## src/rtl/jpeg_pkg.sv

```systemverilog
// Shared JPEG block-pipeline definitions used by the chroma subsampler and
// the matching supersampler.
//   PIX_W   - unsigned pixel width
//   CH      - number of colour channels (Y, Cb, Cr)
//   CH_W    - width of a channel tag, wide enough to also encode one illegal tag
//   CH_*    - channel tag values
//   pix_t / block_t - one pixel and one 8x8 block indexed [row][col]
//   ss_state_t - chroma accumulation FSM state
package jpeg_pkg;

  localparam int PIX_W = 9;
  localparam int CH    = 3;
  localparam int CH_W  = $clog2(CH + 1);

  localparam logic [CH_W-1:0] CH_Y  = CH_W'(0);
  localparam logic [CH_W-1:0] CH_CB = CH_W'(1);
  localparam logic [CH_W-1:0] CH_CR = CH_W'(2);

  typedef logic [PIX_W-1:0] pix_t;
  typedef pix_t [7:0][7:0]  block_t;

  typedef enum logic {
    ST_IDLE = 1'b0,
    ST_ACC  = 1'b1
  } ss_state_t;

endpackage

```

## src/rtl/quad_avg.sv

```systemverilog
// Rounded mean of a 2x2 pixel group (purely combinational).
//   i_p00, i_p01, i_p10, i_p11 - the four pixels of the group
//   o_avg                      - (sum + 2) >> 2; cannot exceed the input range
module quad_avg #(
  parameter int PIX_W = 9
) (
  input  logic [PIX_W-1:0] i_p00,
  input  logic [PIX_W-1:0] i_p01,
  input  logic [PIX_W-1:0] i_p10,
  input  logic [PIX_W-1:0] i_p11,
  output logic [PIX_W-1:0] o_avg
);

  // Two extra bits hold the sum of four pixels plus the rounding bias.
  logic [PIX_W+1:0] w_sum;

  assign w_sum = {2'b00, i_p00} + {2'b00, i_p01} + {2'b00, i_p10} + {2'b00, i_p11}
               + (PIX_W + 2)'(2);
  assign o_avg = PIX_W'(w_sum >> 2);

endmodule

```

## src/rtl/chroma_subsample.sv

```systemverilog
// 4:2:0 chroma subsampler for 8x8 blocks.
// Y blocks are registered straight through. Each chroma 16x16 region arrives
// as four 8x8 quadrant blocks (TL, TR, BL, BR); every quadrant is 2x2
// box-averaged into its 4x4 corner of an 8x8 buffer, and the buffer is emitted
// one cycle after the fourth quadrant.
//   clk, rst   - clock, asynchronous active-low reset
//   valid_in   - one block consumed per cycle while high (no backpressure)
//   ch_in      - channel tag: 0=Y, 1=Cb, 2=Cr, 3 illegal
//   block_in   - input block [row][col]
//   valid_out  - single-cycle pulse per output block
//   ch_out     - channel of block_out
//   block_out  - output block, holds its value between pulses
//   quad_cnt   - chroma quadrants accepted in the current region
//   err        - sticky protocol error (illegal tag or region interrupted)
// Handshake: valid-only. Every cycle with valid_in=1 transfers one block; the
// sink must accept every valid_out pulse.
module chroma_subsample #(
  parameter int PIX_W = jpeg_pkg::PIX_W,
  parameter int CH    = jpeg_pkg::CH,
  localparam int CHW  = $clog2(CH + 1)
) (
  input  logic                          clk,
  input  logic                          rst,
  input  logic                          valid_in,
  input  logic [CHW-1:0]                ch_in,
  input  logic [7:0][7:0][PIX_W-1:0]    block_in,
  output logic                          valid_out,
  output logic [CHW-1:0]                ch_out,
  output logic [7:0][7:0][PIX_W-1:0]    block_out,
  output logic [1:0]                    quad_cnt,
  output logic                          err
);

  import jpeg_pkg::*;

  localparam logic [CHW-1:0] L_Y  = CHW'(CH_Y);
  localparam logic [CHW-1:0] L_CB = CHW'(CH_CB);
  localparam logic [CHW-1:0] L_CR = CHW'(CH_CR);

  ss_state_t                  r_state, w_state_nxt;
  logic [1:0]                 r_quad_cnt;
  logic [CHW-1:0]             r_acc_ch;
  logic [7:0][7:0][PIX_W-1:0] r_buf;
  logic                       r_err;
  logic                       r_valid_out;
  logic [CHW-1:0]             r_ch_out;
  logic [7:0][7:0][PIX_W-1:0] r_block_out;

  logic                       w_is_y, w_is_c, w_is_bad;
  logic                       w_same, w_switch, w_done;
  logic [1:0]                 w_wr_q;
  logic [3:0][3:0][PIX_W-1:0] w_avg;
  logic [7:0][7:0][PIX_W-1:0] w_buf_nxt;
  logic                       w_valid_nxt;
  logic [CHW-1:0]             w_ch_nxt;
  logic [7:0][7:0][PIX_W-1:0] w_blk_nxt;

  // Input classification.
  assign w_is_y   = valid_in && (ch_in == L_Y);
  assign w_is_c   = valid_in && ((ch_in == L_CB) || (ch_in == L_CR));
  assign w_is_bad = valid_in && !w_is_y && !w_is_c;

  // A chroma block continues the open region only if its channel matches.
  assign w_same   = (r_state == ST_ACC) && (ch_in == r_acc_ch);
  assign w_switch = w_is_c && (r_state == ST_ACC) && !w_same;
  assign w_done   = w_is_c && w_same && (r_quad_cnt == 2'd3);
  // A new or restarted region always begins at quadrant 0.
  assign w_wr_q   = w_same ? r_quad_cnt : 2'd0;

  // 16 averagers, one per output position of a quadrant.
  for (genvar ga = 0; ga < 4; ga++) begin : g_row
    for (genvar gb = 0; gb < 4; gb++) begin : g_col
      quad_avg #(.PIX_W(PIX_W)) u_avg (
        .i_p00 (block_in[2*ga][2*gb]),
        .i_p01 (block_in[2*ga][2*gb+1]),
        .i_p10 (block_in[2*ga+1][2*gb]),
        .i_p11 (block_in[2*ga+1][2*gb+1]),
        .o_avg (w_avg[ga][gb])
      );
    end
  end

  // Buffer with the incoming quadrant merged in; also the source of the
  // completed block, so quadrant 3 appears in the output without a stall.
  always_comb begin
    w_buf_nxt = r_buf;
    if (w_is_c) begin
      for (int a = 0; a < 4; a++) begin
        for (int b = 0; b < 4; b++) begin
          w_buf_nxt[{w_wr_q[1], 2'b00} + 3'(a)][{w_wr_q[0], 2'b00} + 3'(b)] = w_avg[a][b];
        end
      end
    end
  end

  // FSM: state register.
  always_ff @(posedge clk or negedge rst) begin
    if (!rst) r_state <= ST_IDLE;
    else      r_state <= w_state_nxt;
  end

  // FSM: next state.
  always_comb begin
    w_state_nxt = r_state;
    case (r_state)
      ST_IDLE: if (w_is_c) w_state_nxt = ST_ACC;
      ST_ACC:  if (w_done) w_state_nxt = ST_IDLE;
      default: w_state_nxt = ST_IDLE;
    endcase
  end

  // FSM: output selection. Only one block enters per cycle, so a Y
  // pass-through and a chroma completion never coincide.
  always_comb begin
    w_valid_nxt = w_is_y || w_done;
    w_ch_nxt    = w_is_y ? L_Y : r_acc_ch;
    w_blk_nxt   = w_is_y ? block_in : w_buf_nxt;
  end

  // Accumulation state and output registers.
  always_ff @(posedge clk or negedge rst) begin
    if (!rst) begin
      r_quad_cnt  <= 2'd0;
      r_acc_ch    <= '0;
      r_buf       <= '0;
      r_err       <= 1'b0;
      r_valid_out <= 1'b0;
      r_ch_out    <= '0;
      r_block_out <= '0;
    end else begin
      if (w_is_c) begin
        r_buf <= w_buf_nxt;
        if (w_done)      r_quad_cnt <= 2'd0;
        else if (w_same) r_quad_cnt <= r_quad_cnt + 2'd1;
        else             r_quad_cnt <= 2'd1;
        if (!w_same)     r_acc_ch   <= ch_in;
      end
      if (w_is_bad || w_switch) r_err <= 1'b1;
      r_valid_out <= w_valid_nxt;
      if (w_valid_nxt) begin
        r_ch_out    <= w_ch_nxt;
        r_block_out <= w_blk_nxt;
      end
    end
  end

  assign valid_out = r_valid_out;
  assign ch_out    = r_ch_out;
  assign block_out = r_block_out;
  assign quad_cnt  = r_quad_cnt;
  assign err       = r_err;

endmodule

```

## config.mk

```make
export PLATFORM = sky130hd
export DESIGN_NAME = chroma_subsample
export DESIGN_NICKNAME = d
export VERILOG_FILES = /design/src/rtl/jpeg_pkg.sv /design/src/rtl/quad_avg.sv /design/src/rtl/chroma_subsample.sv
export SDC_FILE = /design/constraint.sdc
export NUM_CORES = 2
export LEC_CHECK = 0
export CAP_MARGIN = 20
export CORE_AREA = 2 2 452 454
export CTS_BUF_LIST = sky130_fd_sc_hd__clkbuf_16
export CTS_CLUSTER_SIZE = 10
export DETAILED_ROUTE_END_ITERATION = 6
export DIE_AREA = 0 0 454 456
export PLACE_DENSITY_LB_ADDON = 0.2
export SYNTH_ARGS = -nofsm -noshare
export SYNTH_HDL_FRONTEND = slang
export SYNTH_SLANG_ARGS = --single-unit
```

## constraint.sdc

```tcl
create_clock -name clk -period 2.18 [get_ports clk]
set_clock_uncertainty 0.2 [all_clocks]
set_input_delay 0.436 -clock clk [delete_from_list [all_inputs] [get_ports clk]]
set_output_delay 0.436 -clock clk [all_outputs]
set_load 0.03 [all_outputs]
```

==> run_results.csv <==
group,metric,value,unit
critical_path,startpoint_type,"input pin",
critical_path,reg2reg_from,"r_acc_ch[0]$_DFFE_PN0P_",
final_layout,ff_latch_area,0.0291,mm2
drt,met3WireLength,29100,um
die,die_w,454,um
synth,synth_nets,7891,
cts,root_buffer,"clkbuf_16",
critical_path,reg2reg_depth,9,
synth,synth-edff-count,0,
placement,dp_cells,11900,
cts,cts_tree,"built",
timing,clock.fmax,0.257,GHz
synth,synth-warning-count,0,
timing,relSlewSlack,0.457,
cts,cts.sinks,1161,
final_layout,multi_input_area,0.0379,mm2
power_and_ir_drop,p_leak,49.5,nW
cts,htree_levels,4,
timing,finalWorstSetupSlack,-1.71,ns
drt,wl_met2,177000,um
global_route,track_usage,0.376,
timing,timing.hold.ws,0.00453,ns
timing,hold_violations,0,
drt,first_iter_violations,6009,
critical_path,startpoint,"block_in[453]",
global_route,grt_overflow,0,
global_route,antenna_found_initial,104,
synth,synth_ff_type,"dfrtp_1",
drt,ant_nets,0,
critical_path,r2r_end,"block_out[561]$_DFFE_PN0P_",
die,core_area,0.202,mm2
placement,gp_congestion,1.02,
synth,synthArstFlopShare,1.00,
min_path,min_to,"block_out[330]$_DFFE_PN0P_",
die,die_area,0.207,mm2
synth,syn_area,0.0639,mm2
die,rows,165,
final_layout,nets,10700,
drt,drt-pass1-iter-count,7,
final_layout,final_cell_area,0.107,mm2
drt,wire_per_inst,32.0,um
cts,clock_path_buffers,3,
die,pin_count,1163,
drt,viasPerCell,5.38,
placement,dp_hpwl,325000,um
drt,route.vias.total,67100,
status,outcome,"finished with violations",
timing,max_slew.worst_pin.slew,0.812,ns
run,cap_violations,0,
drt,wl,399000,um
timing,rsz0062_at_grt,"true",
critical_path,crit_path_end_kind,"flop",
critical_path,worstSetupPathType,"in -> reg",
min_path,hold_path.startpoint,"block_in[330]",
synth,ys_ff_latch,1161,
final_layout,fillCellCount,18300,
synth,synth_cells,6860,
placement,place_ws,-3.49,ns
final_layout,finalNonFillerCells,12500,
timing,layout_min_cycle_time,3.89,ns
cts,worstSkewPairLatency,0.84,ns
drt,drc,0,
status,violations,"negative setup slack",
placement,dpl-instance-area,0.0956,mm2
final_layout,area_growth,67.5,%
placement,port-buffer-count,1162,
min_path,holdCritPathClass,"in -> reg",
synth,synth_cell_type_count,84,
cts,cts_made_buffers,149,
global_route,grt_pass1_wl,539000,um
critical_path,rrSetupSlack,-0.54,ns
global_route,grt_max_degree,80,
power_and_ir_drop,power_density,1200,mW/mm2
drt,wl_met1,158000,um
critical_path,critPathRequiredTime,2.68,ns
timing,setup_viol,1620,
timing,final-max-slew-violation-count,0,
cts,clk_pin_slew,0.06,ns
power_and_ir_drop,ir_drop,1030,uV
timing,fin_crit_sh,1.78,
global_route,grt_pass1_vias,67000,
drt,highest_layer,"met5",
min_path,hold_path_depth,4,
critical_path,worstPathMaxFanout,4,
die,start_util,0.317,
die,dieHeight,456,um
synth,yosysSeqAreaShare,0.455,
final_layout,drive_gt1_frac,0.333,
critical_path,arrival,4.39,ns
synth,avgSynthCellArea,9.31,um2
layout make-up:
type | count | area share
diodes | 60 | 0.00140
clock inverters | 87 | 0.00665
inverters | 629 | 0.0222
well taps | 2672 | 0.0312
clock buffers | 151 | 0.0353
multi-input cells | 4677 | 0.354
flip-flops and latches | 1161 | 0.272
repair buffers | 3049 | 0.278
layer usage:
metal  up-vias  track usage
li1      29300            -
met1     33800        0.469
met2      3083        0.566
met3       876       0.0817
met4        30        0.284
met5         -            0
flip-flops by register name, summed over array words and instances, names as in the netlist:
name	flops
r_buf	576
ch_out	2
block_out	576
r_state	1
err	1
valid_out	1
quad_cnt	2
r_acc_ch	2
cell usage in the layout, fill, tap and decap left out, drive strengths merged, types with 64 or more instances in the layout:
cell | synthesis | final
fa | 141 | 141
o22ai | 88 | 88
buf | 140 | 1933
nand3 | 128 | 128
xor2 | 117 | 117
nand2 | 920 | 920
ha | 309 | 309
a21o | 136 | 136
a21oi | 469 | 469
nor2 | 384 | 384
dfrtp | 1161 | 1161
o21ai | 933 | 933
dlygate4sd3 | 0 | 142
clkbuf | 253 | 159
mux2 | 142 | 142
clkdlybuf4s50 | 0 | 874
xnor2 | 109 | 109
dlygate4sd2 | 0 | 64
inv | 629 | 671
synthesized netlist by cell type, drive strengths merged, types with 34 or more instances:
cell type	n	area, um2
mux2	142	1600
a21oi	469	2360
o21ai	933	4670
xnor2	109	955
ha	309	3870
nand2	920	3450
fa	141	2820
dfrtp	1161	29100
o21a	45	338
clkbuf	253	951
o22ai	88	551
a21o	136	1020
nor3	51	267
nand3	128	653
inv	629	2360
buf	140	654
a22oi	42	315
and3	34	213
a22o	60	526
xor2	117	1020
a211oi	50	375
nor2	384	1440
mux2i	60	601
worst max-delay path: stages:
cell           delay [ns]
dlygate4sd2_1        0.29
ha_1                 0.34
buf_4                0.16
nand2_1              0.11
o21ai_4              0.08
or4_4                0.50
o311ai_4             0.11
xor2_2               0.12
fa_1                 0.51
inv_2                0.05
ha_4                 0.25
and2_4               0.16
a311o_1              0.28
a211o_1              0.35
a31oi_4              0.19
buf_12               0.17
nand2_2              0.05
a22o_1               0.18
repair_timing:
action / in CTS / in global routing
pin swaps: 424 / 214
endpoints found under the hold margin: 1139 / 9
setup buffers: 147 / 47
setup endpoints to repair: 1620 / 1621
gates resized for setup: 1072 / 242
hold buffers: 133 / 9
cloned: 0 / 0
stage by stage:
step	total power, W	TNS (ns)	utilization
after global routing	0.133	-1454.72	0.530
after detailed placement	0.0969	-2775.34	0.474
final	0.128	-1354.48	0.531
after floorplan	0.0592	-1261.79	-
after CTS	0.126	-1334.70	0.524
after global placement	0.0960	-2752.59	0.474
report_power, final:
group	total [W]	internal [W]	switching, W
sequential	0.0324	0.0283	0.00403
clock	0.0238	0.0133	0.0105
combinational	0.0723	0.0323	0.0400
how the worst max path moves through the flow:
stage | to | slack (ns) | cells after the start
floorplan | block_out[233]$_DFFE_PN0P_ | -1.86 | 16
global placement | block_out[386]$_DFFE_PN0P_ | -3.48 | 21
detailed placement | block_out[386]$_DFFE_PN0P_ | -3.49 | 21
finish | block_out[521]$_DFFE_PN0P_ | -1.71 | 18
global route | block_out[521]$_DFFE_PN0P_ | -1.77 | 20
CTS | block_out[521]$_DFFE_PN0P_ | -1.67 | 20
kinds of logic (layout without fill, tap and decap cells):
logic type | Yosys count | count (layout) | synth area share
other | 0 | 60 | 0
adder cells (fa/ha/maj) | 450 | 450 | 0.105
XOR/XNOR | 226 | 226 | 0.0310
buffers and inverters | 1022 | 3916 | 0.0621
flip-flops | 1161 | 1161 | 0.455
multiplexers | 202 | 202 | 0.0344
AND/OR/NAND/NOR | 1634 | 1634 | 0.107
AO/OA/AOI/OAI | 2165 | 2165 | 0.206
No activity file was read; power rests on OpenSTA's default activity.
